--- config.mk ---
export PLATFORM = sky130hd
export DESIGN_NAME = led_matrix_scanner
export DESIGN_NICKNAME = d
export VERILOG_FILES = /design/src/rtl/led_matrix_pkg.sv /design/src/rtl/led_frame_buffer.sv /design/src/rtl/led_matrix_scanner.sv
export SDC_FILE = /design/constraint.sdc
export NUM_CORES = 1
export LEC_CHECK = 0
export CORE_AREA = 2 2 212 214
export CTS_CLUSTER_DIAMETER = 100
export DETAILED_ROUTE_END_ITERATION = 8
export DIE_AREA = 0 0 214 216
export PLACE_DENSITY_LB_ADDON = 0.12
export SLEW_MARGIN = 30
export SYNTH_ARGS = -nofsm -noshare
export SYNTH_HDL_FRONTEND = slang
export SYNTH_SLANG_ARGS = --single-unit
--- constraint.sdc ---
create_clock -name CLK -period 23.2 [get_ports CLK]
set_input_delay 5.8 -clock CLK [delete_from_list [all_inputs] [get_ports CLK]]
set_output_delay 5.8 -clock CLK [all_outputs]
set_load 0.02 [all_outputs]
--- src/rtl/led_matrix_pkg.sv ---
// Shared constants, field positions and types for the LED matrix scanner.
package led_matrix_pkg;

  localparam int unsigned ROWS    = 16;
  localparam int unsigned COLS    = 8;

  localparam int unsigned RED_BIT = 9;
  localparam int unsigned GRN_BIT = 8;
  localparam int unsigned ROW_MSB = 6;
  localparam int unsigned ROW_LSB = 3;
  localparam int unsigned COL_MSB = 2;
  localparam int unsigned COL_LSB = 0;

  localparam int unsigned ROW_W   = ROW_MSB - ROW_LSB + 1;
  localparam int unsigned COL_W   = COL_MSB - COL_LSB + 1;

  typedef logic [ROW_W-1:0] row_t;
  typedef logic [COL_W-1:0] col_t;
  typedef logic [COLS-1:0]  col_bits_t;

  typedef enum logic {BLANK, DRIVE} scan_state_e;

  function automatic logic [ROWS-1:0] row_onehot(input row_t r);
    logic [ROWS-1:0] v;
    v    = '0;
    v[r] = 1'b1;
    return v;
  endfunction

endpackage

--- src/rtl/led_frame_buffer.sv ---
// Capture and display banks; capture bits are set-only and move to the
// display bank (including a same-cycle write) on the swap strobe.
module led_frame_buffer
  import led_matrix_pkg::*;
(
  input  logic            CLK,
  input  logic            RST,
  input  row_t            wr_row,
  input  col_t            wr_col,
  input  logic            wr_red,
  input  logic            wr_grn,
  input  logic            swap,
  input  row_t            rd_row,
  output logic [2*COLS-1:0] rd_data
);

  logic [ROWS-1:0][COLS-1:0] cap_r_q, cap_g_q;
  logic [ROWS-1:0][COLS-1:0] dis_r_q, dis_g_q;
  logic [ROWS-1:0][COLS-1:0] cap_r_set, cap_g_set;

  always_comb begin
    cap_r_set = cap_r_q;
    cap_g_set = cap_g_q;
    if (wr_red) cap_r_set[wr_row][wr_col] = 1'b1;
    if (wr_grn) cap_g_set[wr_row][wr_col] = 1'b1;
  end

  always_ff @(posedge CLK or posedge RST) begin
    if (RST) begin
      cap_r_q <= '0;
      cap_g_q <= '0;
      dis_r_q <= '0;
      dis_g_q <= '0;
    end else if (swap) begin
      dis_r_q <= cap_r_set;
      dis_g_q <= cap_g_set;
      cap_r_q <= '0;
      cap_g_q <= '0;
    end else begin
      cap_r_q <= cap_r_set;
      cap_g_q <= cap_g_set;
    end
  end

  assign rd_data = {dis_r_q[rd_row], dis_g_q[rd_row]};

endmodule

--- src/rtl/led_matrix_scanner.sv ---
// Collects pixel words per frame window and scans the displayed frame onto a
// 16x8 bi-colour matrix one row at a time with blanking between rows.
module led_matrix_scanner
  import led_matrix_pkg::*;
#(
  parameter int unsigned FRAME_LEN = 256128,
  parameter int unsigned ROW_DWELL = 2000,
  parameter int unsigned BLANK_LEN = 16
)(
  input  logic            CLK,
  input  logic            RST,
  input  logic [9:0]      PIXIN,
  output logic [ROWS-1:0] ROW_SEL,
  output logic [COLS-1:0] COL_R,
  output logic [COLS-1:0] COL_G,
  output logic            FRAME_DONE
);

  localparam int unsigned FC_W      = (FRAME_LEN > 1) ? $clog2(FRAME_LEN) : 1;
  localparam int unsigned DWELL_MAX = (ROW_DWELL > BLANK_LEN) ? ROW_DWELL : BLANK_LEN;
  localparam int unsigned DW_W      = (DWELL_MAX > 1) ? $clog2(DWELL_MAX) : 1;
  localparam logic [FC_W-1:0] FRAME_LAST = FC_W'(FRAME_LEN - 1);
  localparam logic [DW_W-1:0] BLANK_LAST = DW_W'(BLANK_LEN - 1);
  localparam logic [DW_W-1:0] DRIVE_LAST = DW_W'(ROW_DWELL - 1);

  logic [FC_W-1:0] frame_q;
  logic            swap;
  logic            frame_done_q;
  logic            pix_unused;

  scan_state_e     state_q, state_d;
  logic [DW_W-1:0] dwell_q, dwell_d;
  row_t            row_q, row_d, next_row;
  logic [ROWS-1:0] row_sel_q, row_sel_d;
  col_bits_t       col_r_q, col_r_d, col_g_q, col_g_d;
  logic [2*COLS-1:0] rd_data;

  assign pix_unused = PIXIN[7];
  assign swap       = (frame_q == FRAME_LAST);
  assign next_row   = row_q + 1'b1;

  always_ff @(posedge CLK or posedge RST) begin
    if (RST) begin
      frame_q      <= '0;
      frame_done_q <= 1'b0;
    end else begin
      frame_q      <= swap ? '0 : frame_q + 1'b1;
      frame_done_q <= swap;
    end
  end

  led_frame_buffer u_fb (
    .CLK     (CLK),
    .RST     (RST),
    .wr_row  (PIXIN[ROW_MSB:ROW_LSB]),
    .wr_col  (PIXIN[COL_MSB:COL_LSB]),
    .wr_red  (PIXIN[RED_BIT]),
    .wr_grn  (PIXIN[GRN_BIT]),
    .swap    (swap),
    .rd_row  (next_row),
    .rd_data (rd_data)
  );

  // Column bytes are latched only at BLANK exit, so a bank swap mid-row
  // cannot tear the row being driven.
  always_comb begin
    state_d   = state_q;
    dwell_d   = dwell_q + 1'b1;
    row_d     = row_q;
    row_sel_d = row_sel_q;
    col_r_d   = col_r_q;
    col_g_d   = col_g_q;
    case (state_q)
      BLANK: begin
        row_sel_d = '0;
        col_r_d   = '0;
        col_g_d   = '0;
        if (dwell_q == BLANK_LAST) begin
          state_d   = DRIVE;
          dwell_d   = '0;
          row_d     = next_row;
          row_sel_d = row_onehot(next_row);
          col_r_d   = rd_data[2*COLS-1:COLS];
          col_g_d   = rd_data[COLS-1:0];
        end
      end
      DRIVE: begin
        if (dwell_q == DRIVE_LAST) begin
          state_d   = BLANK;
          dwell_d   = '0;
          row_sel_d = '0;
          col_r_d   = '0;
          col_g_d   = '0;
        end
      end
      default: begin
        state_d = BLANK;
        dwell_d = '0;
      end
    endcase
  end

  always_ff @(posedge CLK or posedge RST) begin
    if (RST) begin
      state_q   <= BLANK;
      dwell_q   <= '0;
      row_q     <= '1;
      row_sel_q <= '0;
      col_r_q   <= '0;
      col_g_q   <= '0;
    end else begin
      state_q   <= state_d;
      dwell_q   <= dwell_d;
      row_q     <= row_d;
      row_sel_q <= row_sel_d;
      col_r_q   <= col_r_d;
      col_g_q   <= col_g_d;
    end
  end

  assign ROW_SEL    = row_sel_q;
  assign COL_R      = col_r_q;
  assign COL_G      = col_g_q;
  assign FRAME_DONE = frame_done_q;

endmodule

After elaboration in Yosys (flattened, before gate mapping)
Index checks and enable logic that the tools add are counted.

Logic and storage cells: 121. Register bits: 579. Input port bits: 12.

$lt $le $gt $ge: 6. Equality and inequality tests: 4. Mux-type cells: 29. Reductions and logical operators: 4. Bitwise gates (word level): 3. Add/sub/neg operators: 3.

Operators with widths (count): $mux 128 (4); $or 128x128->128 (2); $bmux 8 s4 (2); $mux 8 (6); $demux 8 s4 (1); $mux 16 (2); $pmux 16 s2 (1); $pmux 8 s2 (2); $mux 11 (2); $pmux 11 s2 (1); $add 18x1->18 const B (1); $eq 18x18->1 const B (1); $mux 18 (1); $add 11x1->11 const B (1); $eq 11x11->1 const B (1); $eq 11x4->1 const B (1); $lt 4x5->1 const B (2); $ge 4x1->1 const B (2); $add 4x1->4 const B (1); $demux 1 s4 (1); $lt 3x4->1 const B (1); $mux 1 (4); $demux 1 s3 (1); $ge 3x1->1 const B (1); other kinds (5) (7).

Depth between registers and ports, before layout
Gate-level depths: netlist (run 1).

Depth after elaboration: 9. Mapped depth: 11.

Cells and area by module
Synthesis (run 1) repeated with hierarchy kept, for this count alone.

Cells, all modules: 2095. Area total of the unflattened synthesis: 23298.6 um2.

Modules (own cells, without submodules): led_frame_buffer (area an instance 20404.6 um2, seq. area each 12812.3 um2, cells an instance 1855, instances 1); led_matrix_scanner (area an instance 2894.0 um2, seq. area each 1681.6 um2, cells an instance 240, instances 1).

Worst setup path after synthesis (run 1)
OpenSTA, ideal clock, no wires.

Path type: in2reg. From: input port PIXIN[1]. To: register u_fb.dis_g_q[24] in the netlist's numbering. Library setup time: 79 ps. Setup slack: 16187 ps. Buffers on the path: 1. Cell stages on the path: 5. Data arrival time: 6933 ps. Cells stage by stage: nand2b_1 nor3_1 clkbuf_1 a21oi_1 mux2i_1.

Longest elaborated chain between the ends: 8. Elaborated cells between the ends (all ways): 9.

Ends and longest elaborated chain: start: declaration (RTL line led_matrix_scanner.sv:12) `input logic [9:0] PIXIN,`; $lt 3x4->1 (not written as such) / $ge 3x1->1 (equally long branches) (RTL line led_frame_buffer.sv:25) `if (wr_grn) cap_g_set[wr_row][wr_col] = 1'b1;`; $logic_and 1x1->1 (not written as such) (RTL line led_frame_buffer.sv:25); $mux 1 (not written as such) (RTL line led_frame_buffer.sv:25); $demux 1 s3 *; $mux 8 (not written as such) * (RTL line led_frame_buffer.sv:25); $demux 8 s4 *; $or 128x128->128 (no line) *; $mux 128 * (RTL line led_frame_buffer.sv:25); end signal: assignment (RTL line led_frame_buffer.sv:36) `dis_g_q <= cap_g_set;`; end: declaration (RTL line led_frame_buffer.sv:18) `logic [ROWS-1:0][COLS-1:0] dis_r_q, dis_g_q;`.

Mark *: on every way between the ends. The rest lies on a longest branch, timed or not. A chain may end at the register's enable or synchronous reset.

Worst setup path in the final report (run 1)
From: input port PIXIN[4]. To: register u_fb.dis_g_q[22] in the netlist's numbering.

Longest elaborated chain between the ends: 6. Elaborated cells between the ends (all ways): 7.

Ends and longest elaborated chain (RTL line): $lt 4x5->1 (not written as such) / $ge 4x1->1 (equally long branches) (led_frame_buffer.sv:25); $logic_and 1x1->1 (not written as such) (led_frame_buffer.sv:25); $mux 8 (not written as such) (led_frame_buffer.sv:25); $demux 8 s4 *; $or 128x128->128 (no line) *; $mux 128 * (led_frame_buffer.sv:25).

Marked as above.

==> metrics, run 1 <==
Final setup viols 0; Worst Hold End u_fb.cap_g_q[67]; crit start category input pin; gpl congestion 0.763; Die Y 216 microns; CP Data Required Time 23720 ps; slowest stage cell, crit path nor3_2; FF-to-FF Start frame_q[0]; vias in the first global route 15600; post-CTS setup buffers 0; reg2reg path depth 8; flop2flop setup slack 18940 ps; Port-buffer cells 43; total track usage 23.8%; slew margin rel. 32.8%; largest net degree at the start of global routing approximately 180; core area 43800 sq um; Ports 45; Leak approximately 13 nW; cell area power density 79.4 nW/um^2; Crit Path Max Fanout 9; router iterations before antenna repair 5; post-DP HPWL 30.8 mm; commonest non-fill, non-tap cells in the layout 575 x dfrtp_1, 266 x nor2_1, 254 x mux2i_1; via count between 10000 and 15000; share of cells above drive strength 1 13.2%; CTS buffer count just under 60; #FFs+latches synth 579; RSZ-0062 raised after global routing false; Synth Instances 2051; hold path start u_fb.cap_g_q[67]; crit path time final between 7000 and 8000 ps; initial antenna violation count 1; placed standard-cell area ~25000 sq um; CTS tree yes; status finished clean; Post-DRT Antenna Nets 0; post_cts resized 0; Hold Vio Cnt, Final 0; wire length per cell 19.5 microns; CP Class input pin to register; Max clock buf depth 3; Period Utilization, post-route about a third; Worst Path Arrival 8350 ps; CTS root buffer clkbuf_16; Initial Util a little under three fifths; syn nets between 2000 and 2500; design area roughly 27000 sq um; Slew @ Worst Pin ~1000 ps; Routed WL 53.2 mm; Synth Area per Inst 11.9 sq um; Die X approximately 210 microns; Final Skew 15.1 ps; type of the worst min-delay path register to register; maximum vdd drop 0.0535 mV; DRC Markers 0; Yosys Warn Count 0; fmax 128 MHz; setup TNS 0 ps; CTS clk-pin slew, worst paths roughly 60 ps; CP Capture Type register; ys async rst share 100%; first-pass GRT wire length between 80 and 90 mm; GRT overflow 0; CTS Hold Buffers Added 0; Yosys cell types 47; most common flop cell mapped by yosys dfrtp_1; Core Util, Final 62.6%; vias per cell 5.47; sequential share of the synthesized area about three fifths; Post-synth EDFFs 0; H-tree depth 2; area growth from synthesis to layout 12.8%; Max Cap Viol 0; most common cell after layout, fill and taps aside dfrtp_1; max incr delay on CP roughly 810 ps; crit-path cells clkdlybuf4s50_1, nand2b_1, nor3_2, buf_4, a21oi_1, mux2i_1; Rows 77; mapped cell area ~24000 sq um; DIE AREA between 40000 and 50000 sq um; Slew Limit Fails 0; Hold Crit Depth 2; Sink Count around 580; drt initial violations 1200; r2r endpoint u_fb.dis_g_q[113]; Worst-Skew Late Latency 600 ps; Final #Nets between 2000 and 2500
sequential cells by signal (all words and copies together), names as in the netlist:
register and cells:
u_fb.cap_g_q 128, frame_q 18, FRAME_DONE 1, state_q 1, u_fb.cap_r_q 128, dwell_q 11, u_fb.dis_r_q 128, u_fb.dis_g_q 128
row_q 4, COL_G 8, ROW_SEL 16, COL_R 8
final cells by class:
type,count,area (sq um)
diodes,1,2.50
flip-flops and latches,579,14500
repair buffers,89,843
inverters,244,928
multi-input cells,1114,8390
clock buffers,85,1720
fillers,3466,16400
clock inverters,24,307
well taps,592,741
metrics by stage:
stage,std cells,hold slack (ps),worst slack [ps],total power [mW]
detailed placement,2617,466,14340,1.22
global placement,2616,460,14180,1.21
floorplan,2051,449,1210,1.18
CTS,2726,480,14970,2.20
finish,2728,476,15370,2.18
global route,2728,494,15090,2.26
worst max path at each step:
stage / end / slack, ps / startpoint
after floorplan: COL_G[0] / 1210 / RST
after global placement: u_fb.dis_r_q[121] / 14180 / RST
after detailed placement: u_fb.dis_r_q[123] / 14340 / RST
after CTS: u_fb.cap_r_q[4] / 14970 / RST
after global routing: frame_q[7] / 15090 / RST
final: u_fb.dis_g_q[22] / 15370 / PIXIN[4]
metal layers:
metal / routed length (microns) / share of wire, % / vias up / GRT usage (%)
li1: - / - / 6890 / -
met1: 25200 / 47 / 7725 / 34.9
met2: 24800 / 47 / 241 / 37.6
met3: 2150 / 4.0 / 71 / 4.06
met4: 1030 / 1.9 / 0 / 5.59
met5: 0 / 0 / - / 0
worst max-delay path, delay by kind of cell:
| kind | cells | cell delay [ps] |
|---|---|---|
| mux | 1 | 190 |
| compound gates | 1 | 120 |
| buf+inv | 2 | 1140 |
| simple gates | 2 | 1090 |
cells by family after synthesis:
family / Yosys count / share of synthesized area (%)
mux: 352 / 18.1
flops: 579 / 59.6
xor+xnor: 28 / 1.09
buf+inv: 358 / 6.47
fa+ha+maj: 7 / 0.360
simple gates: 430 / 7.68
compound gates: 297 / 6.74
where the power goes:
part / internal (mW) / switching, mW / total [mW]
clock: 0.592 / 0.387 / 0.979
combinational: 0.0347 / 0.0791 / 0.114
sequential: 1.07 / 0.0160 / 1.08
cells in the mapped netlist (4+ instances only):
cell type	count	share of area [%]
buf_2	53	1.1
mux2_2	34	1.6
a21o_1	19	0.59
nand2b_1	8	0.21
o211ai_1	5	0.15
buf_4	4	0.12
xnor2_1	17	0.61
mux4_2	55	5.1
nor3_1	6	0.12
nand2_1	57	0.88
o21ai_0	20	0.41
xor2_1	10	0.36
ha_1	7	0.36
nor4_1	4	0.10
nor2_1	279	4.3
a21oi_1	240	4.9
buf_6	14	0.65
nand3_1	26	0.53
dfrtp_1	575	59
inv_1	243	3.7
nand4_1	8	0.21
mux2i_1	254	10
dfstp_2	4	0.43
nor2b_1	21	0.54
o211ai_2	10	0.51
mux4_1	9	0.97
clkbuf_1	39	0.60
nor3_2	6	0.25
(Power assumes the default switching activity.)
==> run 2, diff against run 1 <==
CORE_AREA = 2 2 205 207   (was 2 2 212 214)
DIE_AREA = 0 0 207 209   (was 0 0 214 216)
clock period = 7.79 ns   (was 23.2 ns; I/O delays follow)
==> metrics, run 2 (same netlist as run 1, synthesis figures left out) <==
hold path start u_fb.cap_g_q[33]; post-CTS setup buffers 0; antenna diode count 0; DIE AREA roughly 43000 sq um; most common cell after layout, fill and taps aside dfrtp_1; CP Data Required Time 8240 ps; Final Skew 15.2 ps; dpl cells 2559; fmax approximately 240 MHz; wire length per cell 20.2 microns; commonest non-fill, non-tap cells in the layout 575 x dfrtp_1, 270 x nor2_1, 254 x mux2i_1; Hold Vio Cnt, Final 0; Worst Path Arrival 4660 ps; router iterations before antenna repair 5; flop2flop setup slack 3590 ps; CTS root buffer clkbuf_16; RSZ-0062 raised after global routing false; FF-to-FF Start row_q[0]; largest net degree at the start of global routing 195; drt initial violations approximately 1200; post-DP HPWL roughly 30 mm; Worst Hold End u_fb.cap_g_q[33]; CTS buffer count 58; Final #Nets roughly 2100; crit path time final 4200 ps; share of cells above drive strength 1 12.9%; Core Util, Final 66.4%; Ports 45; Routed WL 53.8 mm; Max clock buf depth 3; CTS clk-pin slew, worst paths 60 ps; post_cts resized 0; core area 41300 sq um; type of the worst min-delay path register to register; final std cells w/o fill 2671; Final Power 6.49 mW; Slew @ Worst Pin 1030 ps; setup TNS 0 ps; total track usage 25.6%; Crit Path Max Fanout 54; Leak 13.0 nW; area growth from synthesis to layout 12.7%; gpl congestion 0.777; slew margin rel. 31.4%; Rows 75; CP Class register to register; Final setup viols 0; Slew Limit Fails 0; first-pass GRT wire length 86.6 mm; Hold Crit Depth 2; via count 15100; Initial Util 58.9%; Die Y 209 microns; CTS Hold Buffers Added 0; status finished clean; Sink Count 579; Post-DRT Antenna Nets 0; cell area power density about 240 nW/um^2; Max Cap Viol 0; Port-buffer cells 43; vias per cell approximately 5.7; CP Capture Type register; maximum vdd drop 0.142 mV; vias in the first global route ~16000; DRC Markers 0; reg2reg path depth 7; GRT overflow 0; initial antenna violation count 0; CTS tree yes; Period Utilization, post-route 53.9%; crit start category register; Die X ~210 microns; Worst-Skew Late Latency 610 ps; H-tree depth 2; r2r endpoint COL_R[3]
## run 2: cell types whose count changed in the layout (fill, tap and decap cells not counted), sizes merged, moves of 2 or more
cell      delta
clkinv       -5
clkbuf       +3
clkinvlp     +3
buf          -2
## run 2: worst max path at each step
stage                   from                to  slack (ps)  depth (start not counted)
floorplan                RST          COL_G[0]       -2040                          1
global route        row_q[0]          COL_R[7]        3320                          8
detailed placement  PIXIN[3]  u_fb.dis_r_q[28]        3320                          6
global placement    row_q[0]          COL_R[2]        3280                          7
CTS                 row_q[0]          COL_R[3]        3510                          7
finish              row_q[0]          COL_R[3]        3590                          7
## run 2: power by group
part           total, mW  internal, mW  switching, mW
Sequential          3.23          3.18         0.0487
Clock               2.91          1.76           1.15
Combinational      0.347         0.107          0.240
Total               6.49          5.04           1.44
## run 2: critical path, stage by stage (launching register included)
cell and delay, ps:
dfstp_2 510, buf_4 650, inv_2 610, ha_4 630, buf_6 640, mux4_2 610
mux2i_1 230, o211ai_2 100
## run 2: final cells by class
type	instances	area, sq um
Clock buffer	88	1770
Clock inverter	20	255
Fill cell	3101	13900
Inverter	244	920
Multi-Input combinational cell	1114	8400
Sequential cell	579	14500
Tap cell	539	674
Timing Repair Buffer	87	900
## run 2: layer usage
metal	vias up	routed length (microns)	GRT usage, %	part of all wire [%]
li1	6878	-	-	-
met1	7845	25200	38.4	47
met2	304	25200	39.7	47
met3	67	2320	3.61	4.3
met4	0	1080	6.87	2.0
met5	-	0	0	0
## run 2: metrics by stage
| step | setup slack [ps] | hold slack, ps | cell area, sq um |
|---|---|---|---|
| floorplan | -2040 | 449 | 24300 |
| global placement | 3280 | 460 | 25300 |
| detailed placement | 3320 | 466 | 25300 |
| CTS | 3510 | 480 | 27300 |
| global route | 3320 | 490 | 27400 |
| finish | 3590 | 475 | 27400 |
